File: config.mk
export PLATFORM = sky130hd
export DESIGN_NAME = sevenseg_wb_regs_flat
export DESIGN_NICKNAME = d
export VERILOG_FILES = /design/src/rtl/sevenseg_wb_regs_if.sv /design/src/rtl/sevenseg_wb_regs.sv /design/src/flat_wrapper.sv
export SDC_FILE = /design/constraint.sdc
export NUM_CORES = 1
export LEC_CHECK = 0
export CAP_MARGIN = 40
export CORE_ASPECT_RATIO = 1.5
export CORE_MARGIN = 5
export CORE_UTILIZATION = 49
export CTS_CLUSTER_SIZE = 8
export DETAILED_ROUTE_END_ITERATION = 12
export PLACE_DENSITY = 0.8
export SETUP_SLACK_MARGIN = 0.3
export SLEW_MARGIN = 5
export SYNTH_ARGS = -nofsm -noshare
export SYNTH_HDL_FRONTEND = slang
export SYNTH_SLANG_ARGS = --single-unit
export TNS_END_PERCENT = 1
File: constraint.sdc
create_clock -name wb_clk_i -period 2.45 [get_ports wb_clk_i]
set_input_delay 0.49 -clock wb_clk_i [delete_from_list [all_inputs] [get_ports wb_clk_i]]
set_output_delay 0.49 -clock wb_clk_i [all_outputs]
set_load 0.1 [all_outputs]
File: src/rtl/sevenseg_wb_regs_if.sv
// sevenseg_wb_regs_if: Wishbone classic slave bundle for the seven-segment register block.
interface sevenseg_wb_regs_if;
    logic        wbs_stb_i;
    logic        wbs_cyc_i;
    logic        wbs_we_i;
    logic [3:0]  wbs_sel_i;
    logic [31:0] wbs_dat_i;
    logic [31:0] wbs_adr_i;
    logic        wbs_ack_o;
    logic [31:0] wbs_dat_o;
    modport master (
        output wbs_stb_i, wbs_cyc_i, wbs_we_i, wbs_sel_i, wbs_dat_i, wbs_adr_i,
        input  wbs_ack_o, wbs_dat_o
    );
    modport slave (
        input  wbs_stb_i, wbs_cyc_i, wbs_we_i, wbs_sel_i, wbs_dat_i, wbs_adr_i,
        output wbs_ack_o, wbs_dat_o
    );
endinterface

File: src/rtl/sevenseg_wb_regs.sv
// sevenseg_wb_regs: Wishbone register block driving a multiplexed hex seven-segment display.
module sevenseg_wb_regs #(
    parameter logic [31:0] BASE_ADDR   = 32'h3000_0000,
    parameter int          NUM_DIGITS  = 4,
    parameter logic [15:0] DEFAULT_DIV = 16'd999
) (
    input  logic                  wb_clk_i,
    input  logic                  wb_rst_ni,
    sevenseg_wb_regs_if.slave     wb,
    output logic [7:0]            seg_o,
    output logic [NUM_DIGITS-1:0] an_o
);
    localparam logic [31:0] CTRL_MASK = 32'h3 | (32'((64'd1 << NUM_DIGITS) - 64'd1) << 8);
    localparam logic [31:0] DIG_MASK  = 32'((64'd1 << (4 * NUM_DIGITS)) - 64'd1);
    localparam logic [2:0]  LAST      = 3'(NUM_DIGITS - 1);
    localparam logic [6:0]  HEX7 [16] = '{7'h3F, 7'h06, 7'h5B, 7'h4F, 7'h66, 7'h6D, 7'h7D, 7'h07,
                                          7'h7F, 7'h6F, 7'h77, 7'h7C, 7'h39, 7'h5E, 7'h79, 7'h71};
    logic [31:0] ctrl, digits, rdata, wmask, ctrl_new, dig_new;
    logic [15:0] div, cnt;
    logic [2:0]  idx;
    logic        flag, hit, xfer, wr, wr_ctrl, wr_dig, wr_div, tick, blank_out;
    logic [7:0]  onehot, dp;
    logic [3:0]  nib;
    always_comb begin
        hit       = wb.wbs_cyc_i & wb.wbs_stb_i & (wb.wbs_adr_i[31:4] == BASE_ADDR[31:4]);
        xfer      = hit & ~wb.wbs_ack_o;
        wr        = xfer & wb.wbs_we_i;
        wr_ctrl   = wr & (wb.wbs_adr_i[3:2] == 2'd0);
        wr_dig    = wr & (wb.wbs_adr_i[3:2] == 2'd1);
        wr_div    = wr & (wb.wbs_adr_i[3:2] == 2'd2);
        wmask     = {{8{wb.wbs_sel_i[3]}}, {8{wb.wbs_sel_i[2]}}, {8{wb.wbs_sel_i[1]}}, {8{wb.wbs_sel_i[0]}}};
        ctrl_new  = ((ctrl & ~wmask) | (wb.wbs_dat_i & wmask)) & CTRL_MASK;
        dig_new   = ((digits & ~wmask) | (wb.wbs_dat_i & wmask)) & DIG_MASK;
        rdata     = wb.wbs_adr_i[3:2] == 2'd0 ? ctrl :
                    wb.wbs_adr_i[3:2] == 2'd1 ? digits :
                    wb.wbs_adr_i[3:2] == 2'd2 ? {16'd0, div} : {cnt, 13'd0, idx};
        tick      = ctrl[0] & (cnt == div);
        blank_out = ~ctrl[0] | ctrl[1] | flag;
        onehot    = 8'd1 << idx;
        dp        = ctrl[15:8];
        nib       = digits[{idx, 2'b00} +: 4];
    end
    always_ff @(posedge wb_clk_i) begin
        if (!wb_rst_ni) begin
            ctrl          <= '0;
            digits        <= '0;
            div           <= DEFAULT_DIV;
            cnt           <= '0;
            idx           <= '0;
            flag          <= 1'b0;
            wb.wbs_ack_o  <= 1'b0;
            wb.wbs_dat_o  <= '0;
            seg_o         <= '0;
            an_o          <= '1;
        end else begin
            wb.wbs_ack_o <= xfer;
            wb.wbs_dat_o <= xfer ? rdata : '0;
            if (wr_ctrl) ctrl <= ctrl_new;
            if (wr_dig) digits <= dig_new;
            if (wr_div) div <= (div & ~wmask[15:0]) | (wb.wbs_dat_i[15:0] & wmask[15:0]);
            // A divider write restarts the digit period without moving the index
            cnt  <= (wr_div | tick) ? 16'd0 : ctrl[0] ? cnt + 16'd1 : cnt;
            flag <= tick & ~wr_div;
            if (tick & ~wr_div) idx <= idx == LAST ? 3'd0 : idx + 3'd1;
            an_o  <= blank_out ? '1 : ~onehot[NUM_DIGITS-1:0];
            seg_o <= blank_out ? 8'd0 : {dp[idx], HEX7[nib]};
        end
    end
endmodule

File: src/flat_wrapper.sv
// flat-port wrapper written by rule: the top's interface ports become plain ports
module sevenseg_wb_regs_flat 
#(
    parameter logic [31:0] BASE_ADDR   = 32'h3000_0000,
    parameter int          NUM_DIGITS  = 4,
    parameter logic [15:0] DEFAULT_DIV = 16'd999
)
  (wb_clk_i, wb_rst_ni, seg_o, an_o, wb_wbs_stb_i, wb_wbs_cyc_i, wb_wbs_we_i, wb_wbs_sel_i, wb_wbs_dat_i, wb_wbs_adr_i, wb_wbs_ack_o, wb_wbs_dat_o);
  sevenseg_wb_regs_if wb_i ();
  input  logic wb_clk_i;
  input  logic wb_rst_ni;
  output logic [7:0] seg_o;
  output logic [NUM_DIGITS-1:0] an_o;
  input wire logic [$bits(wb_i.wbs_stb_i)-1:0] wb_wbs_stb_i;
  input wire logic [$bits(wb_i.wbs_cyc_i)-1:0] wb_wbs_cyc_i;
  input wire logic [$bits(wb_i.wbs_we_i)-1:0] wb_wbs_we_i;
  input wire logic [$bits(wb_i.wbs_sel_i)-1:0] wb_wbs_sel_i;
  input wire logic [$bits(wb_i.wbs_dat_i)-1:0] wb_wbs_dat_i;
  input wire logic [$bits(wb_i.wbs_adr_i)-1:0] wb_wbs_adr_i;
  output wire logic [$bits(wb_i.wbs_ack_o)-1:0] wb_wbs_ack_o;
  output wire logic [$bits(wb_i.wbs_dat_o)-1:0] wb_wbs_dat_o;
  assign wb_i.wbs_stb_i = wb_wbs_stb_i;
  assign wb_i.wbs_cyc_i = wb_wbs_cyc_i;
  assign wb_i.wbs_we_i = wb_wbs_we_i;
  assign wb_i.wbs_sel_i = wb_wbs_sel_i;
  assign wb_i.wbs_dat_i = wb_wbs_dat_i;
  assign wb_i.wbs_adr_i = wb_wbs_adr_i;
  assign wb_wbs_ack_o = wb_i.wbs_ack_o;
  assign wb_wbs_dat_o = wb_i.wbs_dat_o;
  sevenseg_wb_regs #(.BASE_ADDR(BASE_ADDR), .NUM_DIGITS(NUM_DIGITS), .DEFAULT_DIV(DEFAULT_DIV)) u_core (.wb_clk_i(wb_clk_i), .wb_rst_ni(wb_rst_ni), .wb(wb_i), .seg_o(seg_o), .an_o(an_o));
endmodule
==> results.ini, run 1 <==
[sta]
fmax_mhz=482.6
rsz0062_at_grt=yes
setup_viol=0
final-max-slew-violation-count=0
worstMarginPinSlew_ps=472.2
hold_viol_final=0
hold_ws_ps=480.7
clock_skew_ps=6.679
slew_headroom_pct=68.18
fin_crit_sh_pct=84.58
period_needed_ps=2072

[hold_path]
holdCritPathClass=reg2reg

[drt]
wirelength_um=11400
drtPass1Iterations=4
drtIter0Drc=270
avgRoutedWirePerCell_um=16.49
drc=0
num_vias=3738
viasPerCell=5.410
postRouteAntennaNets=0

[floorplan]
placementRows=43
dieWidth_um=88.55
initial_core_util_pct=49.58
core_region_area_um2=9146
ios=118
die_h_um=127.8
die_area_um2=11320

[yosys]
syn-instance-count=458
synthTopCellsByCount=dfxtp_1 (103), nand2_1 (64), mux2i_1 (46)
ys_types=44
synth_flop_cell=dfxtp_1
yosysMostFrequentCell=dfxtp_1
synth_top_cell_area_share_pct=45.47
yosysSeqAreaShare_pct=45.47
synthesis.area_um2=4534
yosys.area.top_type=dfxtp_1
ys_top_cells_by_area=dfxtp_1 (45%), mux2i_1 (10%), nand2_1 (5.3%)
ys_ff_latch=103
synth.net_count=543
synth-edff-count=0
avgSynthCellArea_um2=9.900
yosys_warnings=0
async_reset_ff_share_pct=0

[global_route]
grt_overflow=0
grt_max_degree=33
grt_use_total_pct=21.03
grt_pass1_wl_um=18510
grt_pass1_vias=4014
antenna_found_initial=0

[clocking]
cts_tree=done
clockRootBuffer=clkbuf_16
clk_path_buf_depth=2
insertion_delay_ps=340
clkSlewWorstSetupHoldPaths_ps=70
ctsHoldBuffers=0
post_cts.repair.setup_buffers=0
cts.sinks=103
cts_made_buffers=9
htree_levels=3

[critical_path]
crit_required_ps=2670
critical_path_buf_inv_count=1
crit_family=multiplexers
cpPeakStageDelay_ps=640
slowest_stage=mux4_2
cp-start-kind=register
crit_path_end_kind=register
crit_arrival_ps=2290
cp_max_fo=10
critPathKind=reg2reg
worstPathCellList=buf_4, mux4_2, nor2b_1, a22o_1, a221oi_1

[cells_and_area]
fill_cells=740
area_delta_synth_final_pct=34.13
drive_above_1_share_pct=20.90
seq_area_um2=2064
final_area_um2=6082
layout.nets=661
multi_input_area_um2=2379
antenna_cells=0

[power]
power.density_nw_per_um2=522.0
p_leak_nw=2.548
vdd_drop_max_uv=552.1

[placed_design]
io_buffers=97
finalWeightedCongestion=0.9030
placed_cell_area_um2=5737
hpwl_um=8906

[run_status]
status=finished clean

[flow_run]
max_cap_violations=0

## power by group
part	switching [mW]	total, mW	internal [mW]
clock	0.603	1.31	0.712
combinational	0.0821	0.187	0.104
sequential	0.000000000109	1.67	1.67
## what timing repair did
action                     in CTS  in global routing
pin swaps                       0                  9
setup endpoints to repair       4                 26
resized for setup               1                 19
## routing by layer
layer / track usage, % / part of all wire [%] / vias up
met4: 12.28 / 3.8 / 0
met1: 22.67 / 36 / 1780
met2: 37.33 / 54 / 126
li1: - / - / 1802
met5: 0 / 0 / -
met3: 3.794 / 6.5 / 30
## worst register-to-register path: cells and delay by family, from the launching register on
family / cells / cell delay (ps)
and+or+nand+nor: 1 / 210
AOI/OAI and AO/OA: 2 / 570
buffers and inverters: 1 / 160
muxes: 1 / 640
DFF: 1 / 380
## cells in the final DEF (no fill, tap or decap), drive strengths merged, types with 2 or more instances in the layout
cell           netlist  layout
a211oi               2       2
a21oi                9       9
a22oi               10      10
and2                13      13
and4                 3       3
buf                  4      76
clkbuf              16      10
clkdlybuf4s50        0      43
clkinv               1       3
dfxtp              103     103
dlymetal6s2s         0       8
ha                  12      12
inv                 14      16
mux2                 2       2
mux2i               46      46
mux4                 7       7
nand2               64      64
nand3                6       6
nand4                8       8
nor2                44      44
nor2b               15      15
nor3                15      15
nor4                12      12
nor4b                2       2
o211ai               2       2
o21a                 2       2
o21ai                3       3
o31a                 2       2
or3                  2       2
xnor2               12      12
xor2                19      19
## final timing paths
kind                      start               to  slack, ps  cells after the start
setup / recovery  u_core.idx[0]  u_core.seg_o[0]        380                      5
hold / removal         register         register        480                      2
setup reg to reg  u_core.idx[0]  u_core.seg_o[0]        380                      5
hold reg to reg        register         register        480                      2
## through the flow
step	setup slack, ps	setup TNS, ps	util [%]	std cells	power (mW)
2_1_floorplan	291.1	0	-	458	1.772
3_3_place_gp	-2.278	-2.278	62.72	677	1.890
3_5_place_dp	-59.43	-498.9	62.72	677	1.894
4_1_cts	270.5	0	65.69	691	3.188
5_1_grt	277.4	0	66.50	691	3.278
6_report	377.9	0	66.50	691	3.175
## cells by family after synthesis
logic type      synth area share (%)
buf+inv                        3.008
fa+ha+maj                      3.311
compound gates                 5.215
xor+xnor                       5.988
flops                          45.47
simple gates                   22.88
mux                            14.13
## cell type report
cell class	count	area share (%)
multi-input combinational	320	39.11
sequential	103	33.94
timing repair buffer	127	19.28
clock buffer	10	3.929
tap	112	2.304
inverter	15	0.9257
clock inverter	4	0.5143
(Power assumes the default switching activity.)
==> run 2: changes to the inputs <==
==> constraint.sdc (replaced) <==
create_clock -name wb_clk_i -period 2 [get_ports wb_clk_i]
set_input_delay 0.4 -clock wb_clk_i [delete_from_list [all_inputs] [get_ports wb_clk_i]]
set_output_delay 0.4 -clock wb_clk_i [all_outputs]
set_load 0.1 [all_outputs]
==> results.ini, run 2 (synthesis results as in run 1) <==
[clocking]
clk_path_buf_depth=2
cts.sinks=103
htree_levels=3
clockRootBuffer=clkbuf_16
insertion_delay_ps=350
cts_tree=done
cts_made_buffers=9
clkSlewWorstSetupHoldPaths_ps=60

[sta]
worstMarginPinSlew_ps=481.2
clock_skew_ps=7.924
rsz0062_at_grt=yes
period_needed_ps=1939
final-max-slew-violation-count=0
fmax_mhz=515.7
hold_viol_final=0
hold_ws_ps=374.1
fin_crit_sh_pct=96.96
setup_viol=0
slew_headroom_pct=67.92

[cells_and_area]
mostFrequentLayoutCells=dfxtp_1 (100), buf_4 (79), nand2_1 (62)
layout.nets=673
area_delta_synth_final_pct=38.80
final_area_um2=6294
final_util_pct=68.81
drive_above_1_share_pct=24.32
antenna_cells=0
mostFrequentLayoutCell=dfxtp_1
final_cells=704

[floorplan]
die_h_um=127.8
placementRows=43
dieWidth_um=88.55
initial_core_util_pct=49.58
core_region_area_um2=9146
die_area_um2=11320
ios=118

[critical_path]
crit_family=multiplexers
slowest_stage=mux4_2
crit_path_end_kind=register
critPathKind=reg2reg
rrSetupSlack_ps=60
worstPathCellList=buf_4, mux4_2, nor2b_2, a22o_1, a221oi_1
crit_arrival_ps=2180
cpPeakStageDelay_ps=650
rr_endpoint=u_core.seg_o[0]
r2r-start=u_core.idx[0]
crit_required_ps=2240
cp-start-kind=register
cp_max_fo=10
critical_path_buf_inv_count=1
rr_worst_depth=5

[placed_design]
hpwl_um=8997
finalWeightedCongestion=0.8836
io_buffers=97
placed_cell_area_um2=5808
dp.cells=683

[drt]
route.met2.wl_um=6462
wl_met3_um=610
drtIter0Drc=180
num_vias=3820
wirelength_um=12050
avgRoutedWirePerCell_um=17.11
viasPerCell=5.426
drtPass1Iterations=4
top_layer=met4
m1WireLength_um=4494
postRouteAntennaNets=0
drc=0

[power]
power_mw=4.033
power.density_nw_per_um2=640.7
vdd_drop_max_uv=657.7
p_leak_nw=2.724

[global_route]
grt_pass1_vias=3894
grt_use_total_pct=21.91
grt_max_degree=55
antenna_found_initial=0
grt_pass1_wl_um=19010
grt_overflow=0

[hold_path]
min_from=wb_rst_ni
holdCritPathClass=in2reg
hold_path_end=u_core.idx[0]
holdPathStages=2

[run_status]
status=finished clean

[flow_run]
max_cap_violations=0

run 2: cell types whose count changed in the layout (fill, tap and decap cells not counted), moves of 3 or more:
cell / before / now
buf_4: 67 / 79
clkdlybuf4s50_1: 43 / 28
nor2b_1: 15 / 12
dlygate4sd2_1: 0 / 7
dlymetal6s2s_1: 8 / 16
run 2: power by group:
| group | switching, mW | total, mW | leakage, nW | internal (mW) |
|---|---|---|---|---|
| combinational | 0.108 | 0.236 | 1.75 | 0.128 |
| clock | 0.745 | 1.75 | 0.142 | 1.00 |
| sequential | 0.000000000130 | 2.05 | 0.832 | 2.05 |
run 2: worst max path at each step:
stage	from	endpoint	slack (ps)	depth (start not counted)
after floorplan	wb_wbs_adr_i[21]	register	90	5
after global placement	wb_wbs_adr_i[12]	register	-360	8
after detailed placement	wb_wbs_adr_i[9]	register	-420	8
after CTS	u_core.idx[0]	u_core.seg_o[3]	40	7
after global routing	u_core.wb.wbs_ack_o	register	20	7
final	u_core.idx[0]	u_core.seg_o[0]	60	5
run 2: layer usage:
layer	global-route usage [%]	vias up
met5	0	-
met4	11.92	0
met3	4.309	32
met2	39.62	158
met1	23.12	1801
li1	-	1829
run 2: what timing repair did:
| action | 4_1_cts | 5_1_grt |
|---|---|---|
| setup buffers | 1 | 4 |
| gates resized for setup | 15 | 29 |
| pin swaps | 8 | 11 |
| gates cloned | 1 | 0 |
| endpoints found under the setup margin | 97 | 98 |
| hold buffers | 0 | 0 |
run 2: worst register-to-register path, cell delays in order (launching register included):
cell	delay [ps]
dfxtp_4	380
buf_4	150
mux4_2	660
nor2b_2	230
a22o_1	180
a221oi_1	240
run 2: stage by stage:
| stage | setup TNS (ps) | worst slack (ps) |
|---|---|---|
| after floorplan | 0 | 94.36 |
| after global placement | -18670 | -361.1 |
| after detailed placement | -23290 | -416.1 |
| after CTS | 0 | 44.06 |
| after global routing | 0 | 18.72 |
| final | 0 | 60.77 |
run 2: area by class of cell:
cell class | instances | area [um^2]
Clock buffer | 11 | 242.7
Clock inverter | 4 | 55.05
Fill cell | 704 | 2853
Inverter | 15 | 56.30
Multi-Input combinational cell | 320 | 2439
Sequential cell | 103 | 2071
Tap cell | 112 | 140.1
Timing Repair Buffer | 139 | 1290
==> run 3: changes to the inputs <==
--- a/config.mk
+++ b/config.mk
@@ -11,6 +11,7 @@
 export CORE_UTILIZATION = 49
 export CTS_CLUSTER_SIZE = 8
 export DETAILED_ROUTE_END_ITERATION = 12
+export MAX_ROUTING_LAYER = met4
 export PLACE_DENSITY = 0.8
 export SETUP_SLACK_MARGIN = 0.3
 export SLEW_MARGIN = 5
==> results.ini, run 3 (synthesis results as in run 1) <==
[run_status]
status=finished clean

[floorplan]
dieWidth_um=88.55
initial_core_util_pct=49.58
die_h_um=127.8
die_area_um2=11320
placementRows=43
ios=118
core_region_area_um2=9146

[placed_design]
placed_cell_area_um2=5808
pre_cts_ws_ps=-458.0
hpwl_um=8711
finalWeightedCongestion=0.8902
io_buffers=97

[cells_and_area]
fill_cells=731
layout.nets=676
drive_above_1_share_pct=24.83
antenna_cells=0
final_area_um2=6272
area_delta_synth_final_pct=38.33
mostFrequentLayoutCells=dfxtp_1 (101), buf_4 (79), nand2_1 (62)
mostFrequentLayoutCell=dfxtp_1

[critical_path]
crit_path_end_kind=register
worstPathCellList=buf_6, mux4_2, nor2b_4, a22o_1, a221oi_2
crit_arrival_ps=2120
critPathKind=reg2reg
cp-start-kind=register
crit_family=multiplexers
critical_path_buf_inv_count=1
crit_required_ps=2250
cp_max_fo=7
slowest_stage=mux4_2
cpPeakStageDelay_ps=620

[power]
p_int_mw=3.188
p_sw_mw=0.8985
p_seq_share_pct=50.1
power_mw=4.087
p_leak_nw=2.635
combinationalPowerShare_pct=5.4
power.density_nw_per_um2=651.5
switching_share_pct=21.99
vdd_drop_max_uv=609.3
power_frac_clock_pct=44.5

[sta]
hold_viol_final=0
slew_headroom_pct=66.44
fin_crit_sh_pct=93.52
final-max-slew-violation-count=0
clock_skew_ps=8.830
rsz0062_at_grt=yes
fmax_mhz=534.6
setup_slack_ps=129.6
period_needed_ps=1870
setup_viol=0
worstMarginPinSlew_ps=503.3
hold_ws_ps=370.3

[global_route]
grt_overflow=0
grt_max_degree=55
antenna_found_initial=0
grt_pass1_vias=3841
grt_use_total_pct=22.16
grt_pass1_wl_um=18710

[drt]
drc=0
drtIter0Drc=276
avgRoutedWirePerCell_um=16.44
viasPerCell=5.374
num_vias=3805
wirelength_um=11640
postRouteAntennaNets=0
drtPass1Iterations=4

[clocking]
clk_path_buf_depth=2
clkSlewWorstSetupHoldPaths_ps=70
htree_levels=3
cts_made_buffers=9
insertion_delay_ps=350
cts_tree=done
cts.sinks=103
clockRootBuffer=clkbuf_16

[hold_path]
holdCritPathClass=in2reg

[flow_run]
max_cap_violations=0

## run 3: cell types whose count changed in the layout (fill, tap and decap cells not counted), sizes merged
cell,before,now
clkbuf,11,10
dlygate4sd2,7,25
clkinv,2,1
dlymetal6s2s,16,0
inv,15,18
buf,88,91
clkdlybuf4s50,28,26
## run 3: worst register-to-register path, cell delays in order (launching register included)
cell and delay (ps):
dfxtp_4 390, buf_6 120, mux4_2 620, nor2b_4 190, a22o_1 240, a221oi_2 220
## run 3: final timing paths
check             cells after the start              end           from  slack (ps)
setup / recovery                      5  u_core.seg_o[0]  u_core.idx[0]         130
hold / removal                        2    u_core.idx[0]      wb_rst_ni         370
setup reg to reg                      5  u_core.seg_o[0]  u_core.idx[0]         130
hold reg to reg                       2         register       register         480
## run 3: timing repair
item | in CTS | in global routing
hold endpoints to repair | 0 | 0
resized for setup | 49 | 0
hold buffers | 0 | 0
cloned | 1 | 0
buffers inserted | 7 | 1
setup endpoints to repair | 98 | 88
pin swaps | 14 | 0
## run 3: area by class of cell
| class | instances | area, um^2 | share of cell area (%) |
|---|---|---|---|
| multi-input cells | 320 | 2434 | 38.80 |
| clock inverters | 6 | 72.57 | 1.157 |
| well taps | 112 | 140.1 | 2.234 |
| repair buffers | 142 | 1261 | 20.11 |
| inverters | 15 | 56.30 | 0.8977 |
| flip-flops and latches | 103 | 2069 | 32.99 |
| clock buffers | 10 | 239.0 | 3.810 |
## run 3: routing by layer
metal  global-route usage, %  up-vias  routed length (um)  part of all wire (%)
li1                        -     1838                   -                     -
met1                   24.12     1807                4384                    38
met2                   38.70      134                6210                    53
met3                   3.601       26                 664                   5.7
met4                   10.14        0                 382                   3.3
met5                       -        -                   0                     0
## run 3: power by group through the flow
stage	clock, mW	combinational, mW	sequential (mW)
after CTS	1.85	0.221	2.05
after global placement	0	0.220	2.10
after global routing	1.94	0.235	2.05
after floorplan	0	0.0755	2.10
final	1.82	0.222	2.05
after detailed placement	0	0.225	2.10
## run 3: through the flow
stage	std cells	utilization [%]	TNS, ps
2_1_floorplan	458	-	0
3_3_place_gp	683	63.50	-18580
3_5_place_dp	683	63.50	-24960
4_1_cts	707	68.50	0
5_1_grt	708	68.58	0
6_report	708	68.58	0
